**src/rtl/fpu_exec_sequencer_if.sv**
```systemverilog
// Signal bundle between the FPU execution sequencer, its upstream issue stage,
// the ALU execution element and register writeback.
interface fpu_exec_sequencer_if;
    // Issue side
    logic        in_valid;
    logic        in_ready;
    logic [31:0] in_pc;
    logic [5:0]  in_inst_num;
    logic [15:0] in_const16;
    logic [4:0]  in_shift5;
    logic [25:0] in_addr26;
    logic [31:0] in_rs;
    logic [31:0] in_rt;
    logic [31:0] in_rd;
    logic [31:0] in_fs;
    logic [31:0] in_ft;
    logic [31:0] in_fd;
    logic [4:0]  in_dest_idx;
    logic        in_dest_fpr;

    // Element side
    logic        elem_reset;
    logic        elem_completed;
    logic [31:0] elem_pc;
    logic [5:0]  elem_inst_num;
    logic [15:0] elem_const16;
    logic [4:0]  elem_shift5;
    logic [25:0] elem_addr26;
    logic [31:0] elem_rs;
    logic [31:0] elem_rt;
    logic [31:0] elem_rd;
    logic [31:0] elem_fs;
    logic [31:0] elem_ft;
    logic [31:0] elem_fd;
    logic [31:0] elem_out;

    // Writeback side
    logic        wb_valid;
    logic        wb_ready;
    logic [31:0] wb_data;
    logic [4:0]  wb_idx;
    logic        wb_fpr;

    // Status
    logic        busy;
    logic        timeout_err;

    modport slave (
        input  in_valid, in_pc, in_inst_num, in_const16, in_shift5, in_addr26,
               in_rs, in_rt, in_rd, in_fs, in_ft, in_fd, in_dest_idx, in_dest_fpr,
               elem_completed, elem_out, wb_ready,
        output in_ready, elem_reset,
               elem_pc, elem_inst_num, elem_const16, elem_shift5, elem_addr26,
               elem_rs, elem_rt, elem_rd, elem_fs, elem_ft, elem_fd,
               wb_valid, wb_data, wb_idx, wb_fpr, busy, timeout_err
    );

    modport master (
        output in_valid, in_pc, in_inst_num, in_const16, in_shift5, in_addr26,
               in_rs, in_rt, in_rd, in_fs, in_ft, in_fd, in_dest_idx, in_dest_fpr,
               elem_completed, elem_out, wb_ready,
        input  in_ready, elem_reset,
               elem_pc, elem_inst_num, elem_const16, elem_shift5, elem_addr26,
               elem_rs, elem_rt, elem_rd, elem_fs, elem_ft, elem_fd,
               wb_valid, wb_data, wb_idx, wb_fpr, busy, timeout_err
    );
endinterface

```
**src/rtl/fpu_exec_sequencer.sv**
```systemverilog
// Issue/complete/writeback sequencer for the FPU ALU execution element:
// latches one instruction, strobes the element, waits (with timeout), writes back.
module fpu_exec_sequencer #(
    parameter int TIMEOUT_CYCLES = 64,
    parameter int CNT_W          = 16
) (
    input  logic                 clk,
    input  logic                 reset,
    fpu_exec_sequencer_if.slave  bus,
    output logic [1:0]           o_dbg_state
);

    typedef enum logic [1:0] {
        ST_IDLE  = 2'd0,
        ST_START = 2'd1,
        ST_WAIT  = 2'd2,
        ST_WB    = 2'd3
    } state_t;

    localparam logic [CNT_W-1:0] LP_CNT_LAST = CNT_W'(TIMEOUT_CYCLES - 1);

    state_t           r_state;
    logic [CNT_W-1:0] r_cnt;
    logic             r_timeout_err;

    logic [31:0] r_pc;
    logic [5:0]  r_inst_num;
    logic [15:0] r_const16;
    logic [4:0]  r_shift5;
    logic [25:0] r_addr26;
    logic [31:0] r_rs;
    logic [31:0] r_rt;
    logic [31:0] r_rd;
    logic [31:0] r_fs;
    logic [31:0] r_ft;
    logic [31:0] r_fd;

    logic [31:0] r_wb_data;
    logic [4:0]  r_wb_idx;
    logic        r_wb_fpr;

    logic w_in_ready;
    logic w_accept;

    // Both handshakes transfer on a cycle where valid and ready are high
    // together; a valid side holds its payload stable until that cycle.
    // Accepting in WB only when writeback drains lets a new issue overlap the
    // outgoing result without a bubble.
    assign w_in_ready = (r_state == ST_IDLE) || ((r_state == ST_WB) && bus.wb_ready);
    assign w_accept   = bus.in_valid && w_in_ready;

    always_ff @(posedge clk) begin
        if (reset) begin
            r_state       <= ST_IDLE;
            r_cnt         <= '0;
            r_timeout_err <= 1'b0;
            r_pc          <= '0;
            r_inst_num    <= '0;
            r_const16     <= '0;
            r_shift5      <= '0;
            r_addr26      <= '0;
            r_rs          <= '0;
            r_rt          <= '0;
            r_rd          <= '0;
            r_fs          <= '0;
            r_ft          <= '0;
            r_fd          <= '0;
            r_wb_data     <= '0;
            r_wb_idx      <= '0;
            r_wb_fpr      <= 1'b0;
        end else begin
            r_timeout_err <= 1'b0;

            if (w_accept) begin
                r_pc       <= bus.in_pc;
                r_inst_num <= bus.in_inst_num;
                r_const16  <= bus.in_const16;
                r_shift5   <= bus.in_shift5;
                r_addr26   <= bus.in_addr26;
                r_rs       <= bus.in_rs;
                r_rt       <= bus.in_rt;
                r_rd       <= bus.in_rd;
                r_fs       <= bus.in_fs;
                r_ft       <= bus.in_ft;
                r_fd       <= bus.in_fd;
                r_wb_idx   <= bus.in_dest_idx;
                r_wb_fpr   <= bus.in_dest_fpr;
            end

            case (r_state)
                ST_IDLE: begin
                    if (bus.in_valid) begin
                        r_state <= ST_START;
                    end
                end
                // The completed flag may still be high from the previous
                // operation here, so it is deliberately not looked at.
                ST_START: begin
                    r_cnt   <= '0;
                    r_state <= ST_WAIT;
                end
                ST_WAIT: begin
                    if (bus.elem_completed) begin
                        r_wb_data <= bus.elem_out;
                        r_state   <= ST_WB;
                    end else if (r_cnt == LP_CNT_LAST) begin
                        r_timeout_err <= 1'b1;
                        r_state       <= ST_IDLE;
                    end else begin
                        r_cnt <= r_cnt + 1'b1;
                    end
                end
                ST_WB: begin
                    if (bus.wb_ready) begin
                        r_state <= bus.in_valid ? ST_START : ST_IDLE;
                    end
                end
                default: r_state <= ST_IDLE;
            endcase
        end
    end

    // Element strobe also covers global reset so the element never runs unsupervised.
    assign bus.elem_reset    = reset || (r_state == ST_START);
    assign bus.in_ready      = w_in_ready;

    assign bus.elem_pc       = r_pc;
    assign bus.elem_inst_num = r_inst_num;
    assign bus.elem_const16  = r_const16;
    assign bus.elem_shift5   = r_shift5;
    assign bus.elem_addr26   = r_addr26;
    assign bus.elem_rs       = r_rs;
    assign bus.elem_rt       = r_rt;
    assign bus.elem_rd       = r_rd;
    assign bus.elem_fs       = r_fs;
    assign bus.elem_ft       = r_ft;
    assign bus.elem_fd       = r_fd;

    assign bus.wb_valid      = (r_state == ST_WB);
    assign bus.wb_data       = r_wb_data;
    assign bus.wb_idx        = r_wb_idx;
    assign bus.wb_fpr        = r_wb_fpr;

    assign bus.busy          = (r_state != ST_IDLE);
    assign bus.timeout_err   = r_timeout_err;

    assign o_dbg_state       = r_state;

endmodule

```
**src/flat_wrapper.sv**
```systemverilog
// flat-port wrapper written by rule: the top's interface ports become plain ports
module fpu_exec_sequencer_flat 
#(
    parameter int TIMEOUT_CYCLES = 64,
    parameter int CNT_W          = 16
)
  (clk, reset, o_dbg_state, bus_in_valid, bus_in_pc, bus_in_inst_num, bus_in_const16, bus_in_shift5, bus_in_addr26, bus_in_rs, bus_in_rt, bus_in_rd, bus_in_fs, bus_in_ft, bus_in_fd, bus_in_dest_idx, bus_in_dest_fpr, bus_elem_completed, bus_elem_out, bus_wb_ready, bus_in_ready, bus_elem_reset, bus_elem_pc, bus_elem_inst_num, bus_elem_const16, bus_elem_shift5, bus_elem_addr26, bus_elem_rs, bus_elem_rt, bus_elem_rd, bus_elem_fs, bus_elem_ft, bus_elem_fd, bus_wb_valid, bus_wb_data, bus_wb_idx, bus_wb_fpr, bus_busy, bus_timeout_err);
  fpu_exec_sequencer_if bus_i ();
  input  logic clk;
  input  logic reset;
  output logic [1:0] o_dbg_state;
  input wire logic [$bits(bus_i.in_valid)-1:0] bus_in_valid;
  input wire logic [$bits(bus_i.in_pc)-1:0] bus_in_pc;
  input wire logic [$bits(bus_i.in_inst_num)-1:0] bus_in_inst_num;
  input wire logic [$bits(bus_i.in_const16)-1:0] bus_in_const16;
  input wire logic [$bits(bus_i.in_shift5)-1:0] bus_in_shift5;
  input wire logic [$bits(bus_i.in_addr26)-1:0] bus_in_addr26;
  input wire logic [$bits(bus_i.in_rs)-1:0] bus_in_rs;
  input wire logic [$bits(bus_i.in_rt)-1:0] bus_in_rt;
  input wire logic [$bits(bus_i.in_rd)-1:0] bus_in_rd;
  input wire logic [$bits(bus_i.in_fs)-1:0] bus_in_fs;
  input wire logic [$bits(bus_i.in_ft)-1:0] bus_in_ft;
  input wire logic [$bits(bus_i.in_fd)-1:0] bus_in_fd;
  input wire logic [$bits(bus_i.in_dest_idx)-1:0] bus_in_dest_idx;
  input wire logic [$bits(bus_i.in_dest_fpr)-1:0] bus_in_dest_fpr;
  input wire logic [$bits(bus_i.elem_completed)-1:0] bus_elem_completed;
  input wire logic [$bits(bus_i.elem_out)-1:0] bus_elem_out;
  input wire logic [$bits(bus_i.wb_ready)-1:0] bus_wb_ready;
  output wire logic [$bits(bus_i.in_ready)-1:0] bus_in_ready;
  output wire logic [$bits(bus_i.elem_reset)-1:0] bus_elem_reset;
  output wire logic [$bits(bus_i.elem_pc)-1:0] bus_elem_pc;
  output wire logic [$bits(bus_i.elem_inst_num)-1:0] bus_elem_inst_num;
  output wire logic [$bits(bus_i.elem_const16)-1:0] bus_elem_const16;
  output wire logic [$bits(bus_i.elem_shift5)-1:0] bus_elem_shift5;
  output wire logic [$bits(bus_i.elem_addr26)-1:0] bus_elem_addr26;
  output wire logic [$bits(bus_i.elem_rs)-1:0] bus_elem_rs;
  output wire logic [$bits(bus_i.elem_rt)-1:0] bus_elem_rt;
  output wire logic [$bits(bus_i.elem_rd)-1:0] bus_elem_rd;
  output wire logic [$bits(bus_i.elem_fs)-1:0] bus_elem_fs;
  output wire logic [$bits(bus_i.elem_ft)-1:0] bus_elem_ft;
  output wire logic [$bits(bus_i.elem_fd)-1:0] bus_elem_fd;
  output wire logic [$bits(bus_i.wb_valid)-1:0] bus_wb_valid;
  output wire logic [$bits(bus_i.wb_data)-1:0] bus_wb_data;
  output wire logic [$bits(bus_i.wb_idx)-1:0] bus_wb_idx;
  output wire logic [$bits(bus_i.wb_fpr)-1:0] bus_wb_fpr;
  output wire logic [$bits(bus_i.busy)-1:0] bus_busy;
  output wire logic [$bits(bus_i.timeout_err)-1:0] bus_timeout_err;
  assign bus_i.in_valid = bus_in_valid;
  assign bus_i.in_pc = bus_in_pc;
  assign bus_i.in_inst_num = bus_in_inst_num;
  assign bus_i.in_const16 = bus_in_const16;
  assign bus_i.in_shift5 = bus_in_shift5;
  assign bus_i.in_addr26 = bus_in_addr26;
  assign bus_i.in_rs = bus_in_rs;
  assign bus_i.in_rt = bus_in_rt;
  assign bus_i.in_rd = bus_in_rd;
  assign bus_i.in_fs = bus_in_fs;
  assign bus_i.in_ft = bus_in_ft;
  assign bus_i.in_fd = bus_in_fd;
  assign bus_i.in_dest_idx = bus_in_dest_idx;
  assign bus_i.in_dest_fpr = bus_in_dest_fpr;
  assign bus_i.elem_completed = bus_elem_completed;
  assign bus_i.elem_out = bus_elem_out;
  assign bus_i.wb_ready = bus_wb_ready;
  assign bus_in_ready = bus_i.in_ready;
  assign bus_elem_reset = bus_i.elem_reset;
  assign bus_elem_pc = bus_i.elem_pc;
  assign bus_elem_inst_num = bus_i.elem_inst_num;
  assign bus_elem_const16 = bus_i.elem_const16;
  assign bus_elem_shift5 = bus_i.elem_shift5;
  assign bus_elem_addr26 = bus_i.elem_addr26;
  assign bus_elem_rs = bus_i.elem_rs;
  assign bus_elem_rt = bus_i.elem_rt;
  assign bus_elem_rd = bus_i.elem_rd;
  assign bus_elem_fs = bus_i.elem_fs;
  assign bus_elem_ft = bus_i.elem_ft;
  assign bus_elem_fd = bus_i.elem_fd;
  assign bus_wb_valid = bus_i.wb_valid;
  assign bus_wb_data = bus_i.wb_data;
  assign bus_wb_idx = bus_i.wb_idx;
  assign bus_wb_fpr = bus_i.wb_fpr;
  assign bus_busy = bus_i.busy;
  assign bus_timeout_err = bus_i.timeout_err;
  fpu_exec_sequencer #(.TIMEOUT_CYCLES(TIMEOUT_CYCLES), .CNT_W(CNT_W)) u_core (.clk(clk), .reset(reset), .bus(bus_i), .o_dbg_state(o_dbg_state));
endmodule
```
**config.mk**
```make
export PLATFORM = sky130hd
export DESIGN_NAME = fpu_exec_sequencer_flat
export DESIGN_NICKNAME = d
export VERILOG_FILES = /design/src/rtl/fpu_exec_sequencer_if.sv /design/src/rtl/fpu_exec_sequencer.sv /design/src/flat_wrapper.sv
export SDC_FILE = /design/constraint.sdc
export NUM_CORES = 1
export LEC_CHECK = 0
export ABC_AREA = 0
export ABC_CLOCK_PERIOD_IN_PS = 2000
export CORE_AREA = 5 5 244 246
export CTS_CLUSTER_SIZE = 20
export DETAILED_ROUTE_END_ITERATION = 10
export DIE_AREA = 0 0 249 251
export SLEW_MARGIN = 5
export SYNTH_ARGS = -nofsm -noshare
export SYNTH_HDL_FRONTEND = slang
export SYNTH_SLANG_ARGS = --single-unit
```
**constraint.sdc**
```tcl
create_clock -name clk -period 2 [get_ports clk]
set_clock_uncertainty 0.15 [all_clocks]
set_input_delay 0.4 -clock clk [delete_from_list [all_inputs] [get_ports clk]]
set_output_delay 0.4 -clock clk [all_outputs]
set_load 0.02 [all_outputs]
```
# After elaboration in Yosys (flattened, before gate mapping)
# Index checks and enable logic that the tools add are counted.
# W data, S select, Z words.
dict set report word_totals {
  ff_bits 334
}
dict set report op_classes {
  n_addsub 1
  n_eq_ne 9
  mux 10
  bitwise_logic 1
  n_reduce_logical 11
}
# op n
set op_table {}
lappend op_table {{$mux W16} 2}
lappend op_table {{$pmux W16 S2} 1}
lappend op_table {{$add A16 B1 Y16 const B} 1}
lappend op_table {{$eq A16 B6 Y1 const B} 1}
lappend op_table {{$mux W2} 4}
lappend op_table {{$ne A2 B2 Y1 const B} 4}
lappend op_table {{$pmux W2 S4} 1}
lappend op_table {{$reduce_and A3 Y1} 2}
lappend op_table {{$eq A2 B2 Y1 const B} 2}
lappend op_table {{$reduce_bool A2 Y1} 2}
lappend op_table {{$ne A3 B2 Y1 const B} 1}
lappend op_table {{$reduce_or A3 Y1} 1}
lappend op_table {{$eq A2 B1 Y1 const B} 1}
lappend op_table {{$logic_and A1 B1 Y1} 2}
lappend op_table {{$logic_not A2 Y1} 1}
lappend op_table {{$logic_or A1 B1 Y1} 2}
lappend op_table {{$mux W1} 2}
lappend op_table {{$reduce_and A2 Y1} 1}
lappend op_table {{$not A1 Y1} 1}

# Longest topological paths before layout
dict set report depth {
  depth_word 4
  ltp_mapped 9
  depth_no_buf 6
}

# Worst setup path after synthesis
# OpenSTA, ideal clock, no wires.
dict set report synth_timing {
  path_kind {register to register}
  startpoint {register u_core.r_state[1], in the netlist u_core.o_dbg_state[1]}
  endpoint {register u_core.r_addr26[10], in the netlist u_core.bus.elem_addr26[10]}
  setup_time_ns 0.132
  arrival_ns 1.642
  setup_slack_ns 0.075
  stages_incl_launch_ff 10
  n_path_buf 3
  cell_sequence {dfxtp_1 -> nor2_1 -> inv_2 -> nand2_1 -> and2_1 -> buf_2 -> buf_2 -> buf_2 -> nand2_1 -> a21oi_1}
}
dict set report synth_between {
  elab_chain_cells 4
}
# element line_no
set synth_rtl {}
lappend synth_rtl {{from (decl)} fpu_exec_sequencer.sv:22} ;# state_t r_state;
lappend synth_rtl {{from (signal assigned)} fpu_exec_sequencer.sv:115} ;# r_state <= bus.in_valid ? ST_START : ST_IDLE;
lappend synth_rtl {{$eq A2 B2 Y1} fpu_exec_sequencer.sv:49} ;# assign w_in_ready = (r_state == ST_IDLE) || ((r_state == ST_WB) && bus.wb_ready);
lappend synth_rtl {{$logic_and A1 B1 Y1} fpu_exec_sequencer.sv:49}
lappend synth_rtl {{$logic_or A1 B1 Y1 *} fpu_exec_sequencer.sv:49}
lappend synth_rtl {{named net bus_in_ready} flat_wrapper.sv:29} ;# output wire logic [$bits(bus_i.in_ready)-1:0] bus_in_ready;
lappend synth_rtl {{$logic_and A1 B1 Y1 *} fpu_exec_sequencer.sv:50} ;# assign w_accept = bus.in_valid && w_in_ready;
lappend synth_rtl {{to (signal assigned)} fpu_exec_sequencer.sv:79} ;# r_addr26 <= bus.in_addr26;
lappend synth_rtl {{to (decl)} fpu_exec_sequencer.sv:30} ;# logic [25:0] r_addr26;
# Mark *: on every way through the listed nets, which the timed path passes. The rest lies on a longest branch.
# A chain may end at the register's enable or synchronous reset.

# Worst setup path in the final report
dict set report layout_timing {
  startpoint {register u_core.r_state[0], in the netlist u_core.o_dbg_state[0]}
  endpoint {output port bus_wb_valid}
}
dict set report layout_between {
  elab_chain_cells 1
}
# element line_no
set layout_rtl {}
lappend layout_rtl {{$eq A2 B2 Y1} fpu_exec_sequencer.sv:139} ;# assign bus.wb_valid = (r_state == ST_WB);
lappend layout_rtl {{to (decl)} flat_wrapper.sv:42} ;# output wire logic [$bits(bus_i.wb_valid)-1:0] bus_wb_valid;
# Every way passes these cells.

==> summary.txt <==
Layout
  – Layout area overhead: 74.0%
  – Final #Nets: about 2500
  – Core Util, Final: between 30% and 40%
  – Most frequent cells in the layout: nand2_1, dfxtp_1, a21oi_1, clkdlybuf4s50_1, dlygate4sd2_1
  – Most common cell after layout, fill and taps aside: nand2_1
  – Share of post-route cells with drive strength above 1: under 10%

Placement
  – Dpl ws: -0.289 ns
  – Placer Congestion: 0.861
  – Port Buf Inserts: between 600 and 700
  – Detailed placer's ending HPWL: around 35 mm

Timing
  – Max-slew violations: 0
  – Hold Vio Cnt, Final: 0
  – RSZ-0062 raised after global routing: true
  – Rel. slew slack: a little under three fifths
  – Worst Setup Slack, final: between 0.05 and 0.06 ns
  – Period utilization: a little over nine tenths
  – Tmin final: slightly below 2 ns
  – Final setup viols: 0
  – FMAX: just over 500 MHz
  – Slew @ Worst Pin: between 0.6 and 0.7 ns

Pwr
  – Clock power frac: ~40%
  – Psw: slightly above 5 mW
  – Seq pwr share: between 30 and 40%
  – LEAKAGE: about 9 nW
  – Switching share of power: 27.7%
  – Comb pwr share: 19.5%
  – Power Dens Cells: approximately 900 nW/um2
  – Maximum vdd ir drop: roughly 680 uV
  – Internal: ~13 mW

Logic synthesis
  – Register area share after synthesis: between 50% and 60%
  – Yosys Warn Count: 0
  – Top cells by area, synth: dfxtp_1, nand2_1, a21oi_1
  – Async set-reset flop share out of synthesis: 0%
  – Post-Synthesis Cells: around 1500
  – Post-synth EDFFs: 0
  – Yosys top cell area share: between 50% and 60%
  – Mapped Area: approximately 12000 um2
  – Post-Syn Nets: between 1500 and 2000
  – Most common flop cell mapped by yosys: dfxtp_1
  – Unique masters post-synth: 44
  – Avg Inst Size Synth: roughly 7.9 um2
  – Synthesized flop and latch total: 334
  – Synth area leader: dfxtp_1

Global route
  – Antenna violations before repair: 1
  – First-pass GRT wire length: slightly above 70 mm
  – Largest net degree at the start of global routing: 124
  – GRT Total Usage: about 14%
  – Number of global-route vias before repair: 12637
  – Total grt overflow: 0

Worst setup path
  – Crit path arrival time: approximately 1.4 ns
  – RR Startpoint: u_core.r_cnt[0]$_SDFFE_PP0P_
  – Worst setup EP type: output port
  – Worst Path Max Fanout: 5
  – Worst Setup SP: u_core.o_dbg_state[0]$_SDFFE_PP0P_
  – Kind of critical path: reg -> out
  – Reg2Reg Setup Slack: about 0.090 ns
  – Critical Path RT: about 1.5 ns
  – Critical Path Start Type: flip-flop

Routing
  – Iter 0 DRT Violations: around 640
  – Via density: 4.24
  – Via count: approximately 13000
  – Number of routed nets with antenna violations: 0
  – Final WL: between 40 and 50 mm
  – Pre-antenna DRT Iters: 5
  – Routed len/inst: ~16 um
  – DRC violations left: 0

CTS
  – H-tree depth: 2
  – Sink Count: between 300 and 400
  – CTS tree: built
  – Worst-path clk slew: 0.06 ns
  – Clk_lat worst skew: 0.54 ns
  – Inserted Clock Buffers: approximately 40
  – Root buffer cell: clkbuf_16
  – Clock buffer depth: 3

Die
  – Initial Utilization: around a fifth
  – Die ar.: 62500 um2
  – Die span in y: 251 um
  – Die Wd: approximately 250 um
  – Core area: 57100 um2
  – Io pins: between 600 and 700
  – Core Rows: between 80 and 90

Worst hold path
  – Hold Crit Class: in -> reg
  – Hold path start: reset

Run
  – Max-cap violation count: 0

Outcome
  – Status: completed
[worst max-delay path: stages, from the launching register on]
cell,delay [ns]
dfxtp_4,0.40
buf_8,0.13
and2_4,0.18
buf_6,0.13
[power by group through the flow]
stage               sequential [mW]  clock (mW)  combinational (mW)
global placement               7.49           0                3.87
CTS                            7.37        7.86                3.65
finish                         7.36        7.56                3.61
detailed placement             7.52           0                3.90
floorplan                      8.07           0                1.10
global route                   7.42        8.17                3.90
[layer usage]
layer  up-vias  global-route usage [%]  share of wire, %
met5         -                       0                 0
met4         0                    4.04               2.7
met1      5762                    16.3                40
li1       6231                       -                 -
met2       523                    24.2                49
met3        77                    5.40               9.0
[stage by stage]
| step | power [mW] | cell area [um2] | std cells | TNS [ns] | hold WS (ns) |
|---|---|---|---|---|---|
| 4_1_cts | 18.9 | 20700 | 2967 | -0.0272 | 0.0252 |
| 5_1_grt | 19.5 | 20700 | 2967 | -0.102 | 0.0409 |
| 6_report | 18.5 | 20700 | 2968 | 0 | 0.0741 |
| 3_5_place_dp | 11.4 | 19600 | 2887 | -31.43 | 0.296 |
| 2_1_floorplan | 9.17 | 11900 | 1516 | 0 | 0.328 |
| 3_3_place_gp | 11.4 | 19600 | 2887 | -41.71 | 0.291 |
[cell families (layout without fill, tap and decap cells)]
kind of cell	Yosys count	in the layout	synth area share (%)
AND/OR/NAND/NOR	718	718	24.4
AO/OA/AOI/OAI	343	343	14.7
flip-flops	334	334	56.1
buffers and inverters	115	801	4.30
XOR/XNOR	3	3	0.221
multiplexers	2	2	0.189
adder cells (fa/ha/maj)	1	1	0.105
other	0	1	0
[timing repair]
item / in CTS / in global routing
pin swaps: 1 / 1
setup endpoints to repair: 322 / 11
endpoints found under the hold margin: 5 / 0
gates cloned: 1 / 0
hold buffers: 1 / 0
buffers inserted: 5 / 0
resized for setup: 343 / 6
[layout make-up]
class / count / area [um2]
Fill cell: 5945 / 36400
Timing Repair Buffer: 725 / 6910
Sequential cell: 334 / 6700
Multi-Input combinational cell: 1067 / 4760
Clock buffer: 60 / 1260
Tap cell: 765 / 957
Clock inverter: 13 / 136
Inverter: 3 / 11.3
Antenna cell: 1 / 2.50
[final timing paths]
kind                                             end  cells after the start
max                                     bus_wb_valid                      3
min                u_core.bus.timeout_err$_SDFF_PP0_                      3
max reg2reg            u_core.r_cnt[10]$_SDFFE_PP0P_                      5
min reg2reg  u_core.bus.elem_addr26[13]$_SDFFE_PP0P_                      2
[sequential cells by signal, summed over array words and instances (netlist names), 6 cells and up]
signal,cells
u_core.bus.elem_fd,32
u_core.bus.elem_fs,32
u_core.bus.elem_ft,32
u_core.bus.elem_pc,32
u_core.bus.elem_rd,32
u_core.bus.elem_rs,32
u_core.bus.elem_rt,32
u_core.bus.wb_data,32
u_core.bus.elem_addr26,26
u_core.bus.elem_const16,16
u_core.r_cnt,16
u_core.bus.elem_inst_num,6
[cells in the mapped netlist, types with 2 or more instances]
cell	count
nand2b_1	3
o211ai_1	3
and2_1	3
inv_1	2
dfxtp_1	334
nand2_1	646
mux2_1	2
nor4_4	2
o21ai_1	3
or4_1	3
nor4_1	3
clkbuf_1	52
o21ai_0	4
nor2_1	17
xor2_1	3
a21oi_1	323
or3_1	2
nand4_1	5
buf_2	58
nor2b_1	5
nand3_1	15
a31oi_1	4
nor3_1	3
No activity file was read; power rests on OpenSTA's default activity.
